<file path="src/rtl/stage_mem.sv">
// stage_mem: memory-access pipeline stage following stage_ex.
// Holds one execute result at a time. Non-memory results pass through in one
// cycle. Loads and stores run a req/ack transaction on the data-memory port.
// Loads are aligned and sign- or zero-extended. Stores get lane-replicated
// write data and byte enables. Illegal or misaligned memory ops fault without
// issuing a request.
// Ports:
//   clk, rst                     clock, synchronous active-high reset
//   in, in_valid, in_ready       execute result and its handshake
//   dmem_req/we/addr/be/wdata    registered data-memory request
//   dmem_ack, dmem_rdata         one-cycle completion pulse and read word
//   out_valid, out_ready         result handshake toward writeback
//   out_pc/rd/rd_valid/data/fault registered writeback result

package rvcpu;
  localparam int Width = 32;
  typedef logic [31:0] pc_t;
  typedef logic [4:0]  reg_t;
  typedef struct packed {
    pc_t         pc;
    reg_t        rd;
    logic        rd_valid;
    logic        is_mem;
    logic [3:0]  op;      // [3] store, [2:0] funct3
    logic [31:0] addr;
    logic [31:0] data;    // store data (rs2) for memory ops
  } stage_ex_t;
endpackage

module stage_mem #(
  parameter int Width = rvcpu::Width
) (
  input  logic             clk,
  input  logic             rst,
  input  rvcpu::stage_ex_t in,
  input  logic             in_valid,
  output logic             in_ready,
  output logic             dmem_req,
  output logic             dmem_we,
  output logic [Width-1:0] dmem_addr,
  output logic [3:0]       dmem_be,
  output logic [Width-1:0] dmem_wdata,
  input  logic             dmem_ack,
  input  logic [Width-1:0] dmem_rdata,
  output logic             out_valid,
  input  logic             out_ready,
  output rvcpu::pc_t       out_pc,
  output rvcpu::reg_t      out_rd,
  output logic             out_rd_valid,
  output logic [Width-1:0] out_data,
  output logic             out_fault
);
  typedef enum logic {IDLE, WAIT} state_t;

  state_t      state;
  logic [2:0]  ld_f3;
  rvcpu::pc_t  pc_q;
  rvcpu::reg_t rd_q;
  logic        rdv_q;

  // Decode of the incoming op
  logic [2:0]  f3;
  logic        st, legal, misal, fault, accept;
  logic [3:0]  be_n;
  logic [31:0] wdata_n;

  always_comb begin
    f3    = in.op[2:0];
    st    = in.op[3];
    legal = 1'b0;
    misal = 1'b0;
    case (f3)
      3'b000:         legal = 1'b1;
      3'b001: begin   legal = 1'b1; misal = in.addr[0];    end
      3'b010: begin   legal = 1'b1; misal = |in.addr[1:0]; end
      3'b100, 3'b101: begin
        legal = !st;  // unsigned variants exist only for loads
        misal = f3[0] & in.addr[0];
      end
      default:        legal = 1'b0;
    endcase
    fault = !legal || misal;

    case (f3[1:0])
      2'b00: begin
        be_n    = 4'b0001 << in.addr[1:0];
        wdata_n = {4{in.data[7:0]}};
      end
      2'b01: begin
        be_n    = in.addr[1] ? 4'b1100 : 4'b0011;
        wdata_n = {2{in.data[15:0]}};
      end
      default: begin
        be_n    = 4'b1111;
        wdata_n = in.data;
      end
    endcase
    if (!st) be_n = 4'b1111;
  end

  // Load alignment: bring the addressed lane down to bit 0, then extend.
  logic [31:0] sh, ld_data;

  always_comb begin
    sh = dmem_rdata >> {dmem_addr[1:0], 3'b000};
    case (ld_f3)
      3'b000:  ld_data = {{24{sh[7]}},  sh[7:0]};
      3'b001:  ld_data = {{16{sh[15]}}, sh[15:0]};
      3'b100:  ld_data = {24'd0,        sh[7:0]};
      3'b101:  ld_data = {16'd0,        sh[15:0]};
      default: ld_data = dmem_rdata;
    endcase
  end

  assign in_ready = (state == IDLE) && (!out_valid || out_ready);
  assign accept   = in_valid && in_ready;

  always_ff @(posedge clk) begin
    if (rst) begin
      state        <= IDLE;
      dmem_req     <= 1'b0;
      dmem_we      <= 1'b0;
      dmem_addr    <= '0;
      dmem_be      <= '0;
      dmem_wdata   <= '0;
      out_valid    <= 1'b0;
      out_pc       <= '0;
      out_rd       <= '0;
      out_rd_valid <= 1'b0;
      out_data     <= '0;
      out_fault    <= 1'b0;
      ld_f3        <= '0;
      pc_q         <= '0;
      rd_q         <= '0;
      rdv_q        <= 1'b0;
    end else begin
      // A consumed result drops unless a new one is loaded below.
      if (out_valid && out_ready) out_valid <= 1'b0;

      case (state)
        IDLE: if (accept) begin
          if (!in.is_mem || fault) begin
            out_valid    <= 1'b1;
            out_pc       <= in.pc;
            out_rd       <= in.rd;
            out_rd_valid <= in.is_mem ? 1'b0 : in.rd_valid;
            out_data     <= in.is_mem ? '0 : in.data;
            out_fault    <= in.is_mem;
          end else begin
            dmem_req   <= 1'b1;
            dmem_we    <= st;
            dmem_addr  <= in.addr;
            dmem_be    <= be_n;
            dmem_wdata <= wdata_n;
            ld_f3      <= f3;
            pc_q       <= in.pc;
            rd_q       <= in.rd;
            rdv_q      <= in.rd_valid;
            state      <= WAIT;
          end
        end
        WAIT: if (dmem_ack) begin
          // out_valid is already clear here: accept required a free slot.
          dmem_req     <= 1'b0;
          state        <= IDLE;
          out_valid    <= 1'b1;
          out_pc       <= pc_q;
          out_rd       <= rd_q;
          out_fault    <= 1'b0;
          out_data     <= dmem_we ? '0 : ld_data;
          out_rd_valid <= dmem_we ? 1'b0 : rdv_q;
        end
        default: state <= IDLE;
      endcase
    end
  end
endmodule

</file>
<file path="config.mk">
export PLATFORM = sky130hd
export DESIGN_NAME = stage_mem
export DESIGN_NICKNAME = d
export VERILOG_FILES = /design/src/rtl/stage_mem.sv
export SDC_FILE = /design/constraint.sdc
export NUM_CORES = 1
export LEC_CHECK = 0
export CAP_MARGIN = 20
export CORE_AREA = 2 2 143 145
export DETAILED_ROUTE_END_ITERATION = 10
export DIE_AREA = 0 0 145 147
export MAX_ROUTING_LAYER = met4
export PLACE_DENSITY = 0.82
export SETUP_SLACK_MARGIN = 0.15
export SLEW_MARGIN = 5
export SYNTH_ARGS = -nofsm -noshare
export SYNTH_HDL_FRONTEND = slang
export SYNTH_SLANG_ARGS = --single-unit
</file>
<file path="constraint.sdc">
create_clock -name clk -period 1.65 [get_ports clk]
set_input_delay 0.165 -clock clk [delete_from_list [all_inputs] [get_ports clk]]
set_output_delay 0.165 -clock clk [all_outputs]
set_load 0.005 [all_outputs]
</file>
# Word-level counts from Yosys, hierarchy flattened
# Cells that the tools add are included.
[word_totals]
wordCells = 95
output_inout_bits = 143
register_bits = 184
in_bits = 144
[classes]
muxes = 43
n_shift = 2
bitwise = 3
eq_ne = 12
reduce_logical = 19
[ops]
columns = ["op", "n"]
rows = [
  ["32-bit two-way mux", 8],
  ["32-bit one-hot mux with 2 select lines", 3],
  ["32-bit one-hot mux with 4 select lines", 1],
  ["32-bit by 5-bit right shift with 16-bit output", 1],
  ["1-bit two-way mux", 17],
  ["5-bit two-way mux", 3],
  ["3-bit == test, second input constant", 4],
  ["1-bit one-hot mux with 2 select lines", 6],
  ["5-bit one-hot mux with 2 select lines", 1],
  ["3-bit AND reduction", 3],
  ["4-bit two-way mux", 2],
  ["4-bit one-hot mux with 2 select lines", 1],
  ["3-bit by 1-bit == test with 1-bit output, second input constant", 2],
  ["3-bit logical NOT", 2],
  ["2-bit inequality test, second input constant", 3],
  ["1-bit logical NOT", 4],
  ["2-bit OR reduction", 2],
  ["1-bit by 2-bit left shift with 4-bit output, first input constant", 1],
  ["3-bit by 2-bit == test with 1-bit output, second input constant", 1],
  ["1-bit logical AND", 3],
  ["1-bit logical OR", 3],
  ["1-bit one-hot mux with 3 select lines", 1],
  ["3-bit OR reduction", 1],
  ["2-bit by 1-bit == test with 1-bit output, second input constant", 1],
  ["other kinds (4)", 5],
]

# Longest topological paths before layout
[depth]
ltp_word = 9
mapped_depth = 8
depth_no_buf = 5

# Worst setup path after synthesis
# No wires, ideal clock.
[synth_path]
path_kind = "reg2reg"
start = "register dmem_addr[1]"
end = "register out_data[21]"
setup_time_ns = 0.138
stages_incl_launch_ff = 7
arrival_time_ns = 1.748
n_path_buf = 1
required_ns = 1.512
path_slack_ns = -0.236
period_less_slack_ns = 1.886
path_cell_list = "dfxtp_1 -> mux2_2 -> a221oi_4 -> o21ai_4 -> buf_6 -> a32oi_1 -> a211oi_1"
[synth_between]
elab_chain_cells = 5
[synth_rtl]
columns = ["item", "line_no", "source"]
rows = [
  ["start, declared", "40", "output logic [Width-1:0] dmem_addr,"],
  ["start signal, assigned", "152", "dmem_addr <= in.addr;"],
  ["32-bit by 5-bit right shift with 16-bit output", "105", "sh = dmem_rdata >> {dmem_addr[1:0], 3'b000};"],
  ["32-bit one-hot mux with 4 select lines", "106", "case (ld_f3)"],
  ["32-bit two-way mux", "170", "out_data <= dmem_we ? '0 : ld_data;"],
  ["32-bit two-way mux", "162", "WAIT: if (dmem_ack) begin"],
  ["32-bit one-hot mux with 2 select lines", "140", "case (state)"],
  ["end signal, assigned", "147", "out_data <= in.is_mem ? '0 : in.data;"],
  ["end signal, assigned", "170", ""],
  ["end, declared", "50", "output logic [Width-1:0] out_data,"],
]
# Every way passes these cells. The select of a mux whose other input is x is not followed.
# A chain may end at the register's enable or synchronous reset.

# Worst setup path after layout
[layout_path]
start = "register out_valid"
end = "register out_data[2]"
[layout_between]
elab_chain_cells = 6
[layout_rtl]
columns = ["item", "line_no", "source"]
rows = [
  ["start, declared", "45", "output logic out_valid,"],
  ["start signal, assigned", "126", "out_valid <= 1'b0;"],
  ["start signal, assigned", "138", "if (out_valid && out_ready) out_valid <= 1'b0;"],
  ["start signal, assigned", "143", "out_valid <= 1'b1;"],
  ["1-bit logical NOT", "115", "assign in_ready = (state == IDLE) && (!out_valid || out_ready);"],
  ["1-bit logical OR", "115", ""],
  ["1-bit logical AND", "115", ""],
  ["1-bit logical AND", "116", "assign accept = in_valid && in_ready;"],
  ["2-bit inequality test (no source line)", "-", ""],
  ["3-bit AND reduction (no source line)", "-", ""],
]
# Every way passes these cells.

==> impl_metrics.json <==
{
  "outcome": "finished, violations left",
  "violated_checks": "negative setup slack",
  "holdCritPathClass": "in -> reg",
  "finish.instance_area_um2": 13600,
  "mappedNetlistArea_um2": 7960,
  "drt-total-wl_mm": 31.0,
  "combPwrFrac": 0.221,
  "report.final.setup_viol": 131,
  "final_common_cell": "clkdlybuf4s50_1",
  "clk_pin_slew_worst_paths_ps": 80,
  "synth_largest_type_area_fraction": 0.463,
  "first_pass_detailed_route_iteration_total": 5,
  "worst-path-max-fanout": 8,
  "crit_path_start_kind": "flip-flop",
  "synth_top_family_by_area": "compound AO/OA/AOI/OAI gates",
  "crit_family": "simple AND/OR/NAND/NOR gates",
  "final_util": 0.687,
  "clk_path_buf_depth": 2,
  "postPlaceCellArea_um2": 11500,
  "worst_skew_pair.late_latency_ps": 440,
  "worstPathBufferInverterCount": 3,
  "syn2layout_area_growth_pct": 71.1,
  "crit_path_start": "out_valid$_SDFF_PP0_",
  "io-pin-count": 287,
  "grt_antenna_before_repair": 2,
  "antenna_violating_nets_post_route": 0,
  "leakage_nw": 5.41,
  "worstPathCellList": "nor2b_4 > or3b_4 > o21ai_4 > buf_8 > buf_12 > buf_16 > nor2_4 > a311oi_2",
  "intPower_mw": 8.13,
  "placeableCoreArea_um2": 19800,
  "grt_first_pass_wirelength_mm": 43.0,
  "placement.io_buffers": 286,
  "switching_share": 0.293,
  "cts_tree": "built",
  "cp.arrival_ps": 2190,
  "report.final.slew_viol_count": 0,
  "die_w_um": 145,
  "reg_to_reg_slack_setup_ps": -190,
  "crit-reg2reg-capture": "out_data[2]$_SDFFE_PP0P_",
  "globalRouteOverflowTotal": 0,
  "post_synth_xor_area_fraction": 0,
  "whs_ps": 63.8,
  "final_cell_mix": "clkdlybuf4s50_1 (226), nand2_1 (170), dfxtp_1 (165), nor2_1 (105)",
  "synthDominantAreaCellType": "dfxtp_1",
  "crit_path_end_kind": "flip-flop",
  "synth_compound_gate_area_share": 0.215,
  "grt_start_max_net_pins": 58,
  "clock-root-buffer": "clkbuf_16",
  "grt_setup_unrepaired": "yes",
  "drive_above_1_share": 0.249,
  "htreeDepth": 4,
  "timing.critical_path.to": "out_data[2]$_SDFFE_PP0P_",
  "postCtsHoldBufs": 0,
  "synth_fa_ha_area_frac": 0,
  "power.total_mw": 11.5,
  "synth_warn": 0,
  "drt_iter0_drc": 589,
  "cts_num_sinks": 184,
  "die_area_um2": 21300,
  "timing.setup.critical_path_class": "reg -> reg",
  "worstRegToRegCells": 8,
  "syn_area_per_cell_um2": 8.24,
  "placed_cells_incl_taps": 1492,
  "starting_density_of_the_core": 0.401,
  "drc": 0,
  "max_freq_ghz": 0.544,
  "synth_seq_cells": 184,
  "overall_track_demand_over_capacity_in_global_routing": 0.261,
  "worst_clock_skew_ps": 9.82,
  "fp-row-count": 52,
  "worstPathRequired_ps": 2000,
  "crit-reg2reg-launch": "out_valid$_SDFF_PP0_",
  "vias": 8701,
  "count_of_different_cell_masters_after_synthesis": 35,
  "crit_path_max_delay_cell_type": "or3b_4",
  "final-instance-count-excl-fill": 1563,
  "pwr-share-clk": 0.356,
  "dp.final_hpwl_mm": 19.1,
  "power_switching_mw": 3.38,
  "finalHoldViolations": 0,
  "power.ir.vdd_worst_mv": 0.760,
  "post_synth_and_or_nand_nor_area_fraction": 0.187,
  "critical_path_depth": 8,
  "post_drt_wl_per_cell_um": 19.8,
  "synth.area.top_cells": "dfxtp_1 (46%), nand2_1 (10%), mux2i_1 (7.7%)",
  "via_count_of_the_first_global_routing_pass": 7922,
  "finalWeightedCongestion": 0.912,
  "die_height_um": 147,
  "whs_path_depth": 2,
  "final_critical_path_setup_slack_ps": -187,
  "final_critical_path_share_of_the_clock_period": 1.11,
  "numCtsBuffers": 17,
  "syn_nets": 1110,
  "max-cap-violations": 0,
  "period_minus_slack_ps": 1840,
  "power-per-cell-area_nw_per_um2": 844,
  "synth_mux_area_frac": 0.0828,
  "max-slew-margin-rel": 0.694,
  "worst_path_largest_cell_delay_ps": 400,
  "power.sequential.fraction": 0.423,
  "synth-seq-area-share": 0.463,
  "fin_nets": 1422,
  "drt-vias-per-instance": 5.57,
  "timing_worst_slew_pin_value_ps": 459,
  "synthesis.instances": 966
}
==> sequential cells by signal, indices dropped and copies added (netlist names), 3 cells and up <==
| register | cells |
|---|---|
| ld_f3 | 3 |
| out_pc | 32 |
| rd_q | 5 |
| dmem_wdata | 32 |
| out_data | 32 |
| dmem_be | 4 |
| dmem_addr | 32 |
| out_rd | 5 |
| pc_q | 32 |
==> power groups by stage <==
stage,clock network [mW],registers [mW],logic [mW]
floorplan,0,4.95,0.869
global route,4.35,4.89,2.69
detailed placement,0,4.95,2.03
CTS,4.17,4.85,2.25
global placement,0,4.94,2.00
finish,4.10,4.86,2.54
==> logic make-up after synthesis <==
logic type             count (synthesis)
AO/OA/AOI/OAI                        255
buffers and inverters                 94
flip-flops                           184
multiplexers                          64
AND/OR/NAND/NOR                      369
==> per-layer routing <==
layer | global-route usage | wire length (um) | vias to the layer above
met5 | - | 0 | -
li1 | - | - | 4011
met1 | 0.333 | 12000 | 4094
met2 | 0.408 | 15000 | 499
met3 | 0.0531 | 2620 | 97
met4 | 0.105 | 1410 | 0
==> stage by stage <==
step	worst slack, ps	setup TNS (ps)
floorplan	-129	-1420
detailed placement	-572	-77670
global placement	-472	-69090
finish	-187	-8040
CTS	-140	-5770
global route	-225	-18340
==> final cells by class <==
class / instances / area [um^2]
antenna: 2 / 5.00
clock buffer: 17 / 425
clock inverter: 15 / 169
fill: 1462 / 6220
inverter: 8 / 30.0
multi-input combinational: 688 / 4620
sequential: 184 / 3710
tap: 270 / 338
timing repair buffer: 379 / 4330
==> worst min path at each step <==
stage | endpoint | start
6_report | pc_q[14]$_SDFFE_PP0P_ | rst
4_1_cts | out_valid$_SDFF_PP0_ | rst
3_3_place_gp | dmem_addr[6]$_SDFFE_PP0P_ | dmem_addr[6]$_SDFFE_PP0P_
5_1_grt | pc_q[14]$_SDFFE_PP0P_ | rst
2_1_floorplan | dmem_addr[1]$_SDFFE_PP0P_ | in[33]
3_5_place_dp | dmem_addr[24]$_SDFFE_PP0P_ | dmem_addr[24]$_SDFFE_PP0P_
==> timing repair <==
| item | in CTS | in global routing |
|---|---|---|
| gates cloned | 8 | 14 |
| resized for setup | 61 | 214 |
| setup endpoints to repair | 206 | 224 |
| pin swaps | 24 | 46 |
| setup buffers | 8 | 7 |
==> worst register-to-register path, delay by kind of cell (launching register included) <==
family                 cells  cell delay (ps)
AOI/OAI and AO/OA          2              430
buffers and inverters      3              430
DFF                        1              320
and+or+nand+nor            3              570
==> cell usage after synthesis <==
master / instances
nand2_1: 213
dfxtp_1: 184
nor2_1: 115
a21oi_1: 101
a211oi_1: 64
mux2i_1: 61
clkbuf_1: 47
buf_2: 30
a311oi_1: 25
o21ai_0: 25
nand2b_1: 20
a32oi_1: 17
and2_1: 8
inv_1: 8
a221o_1: 7
o221ai_1: 7
buf_4: 6
nor2b_1: 5
nor3_1: 3
a221oi_1: 2
a22oi_1: 2
buf_1: 2
nor3b_1: 2
a221oi_4: 1
and2b_1: 1
buf_6: 1
mux2_2: 1
mux2_4: 1
mux4_2: 1
nor4_1: 1
o21a_1: 1
o21ai_2: 1
o21ai_4: 1
o21bai_1: 1
or3b_1: 1
Power figures use the tool's default switching activity.
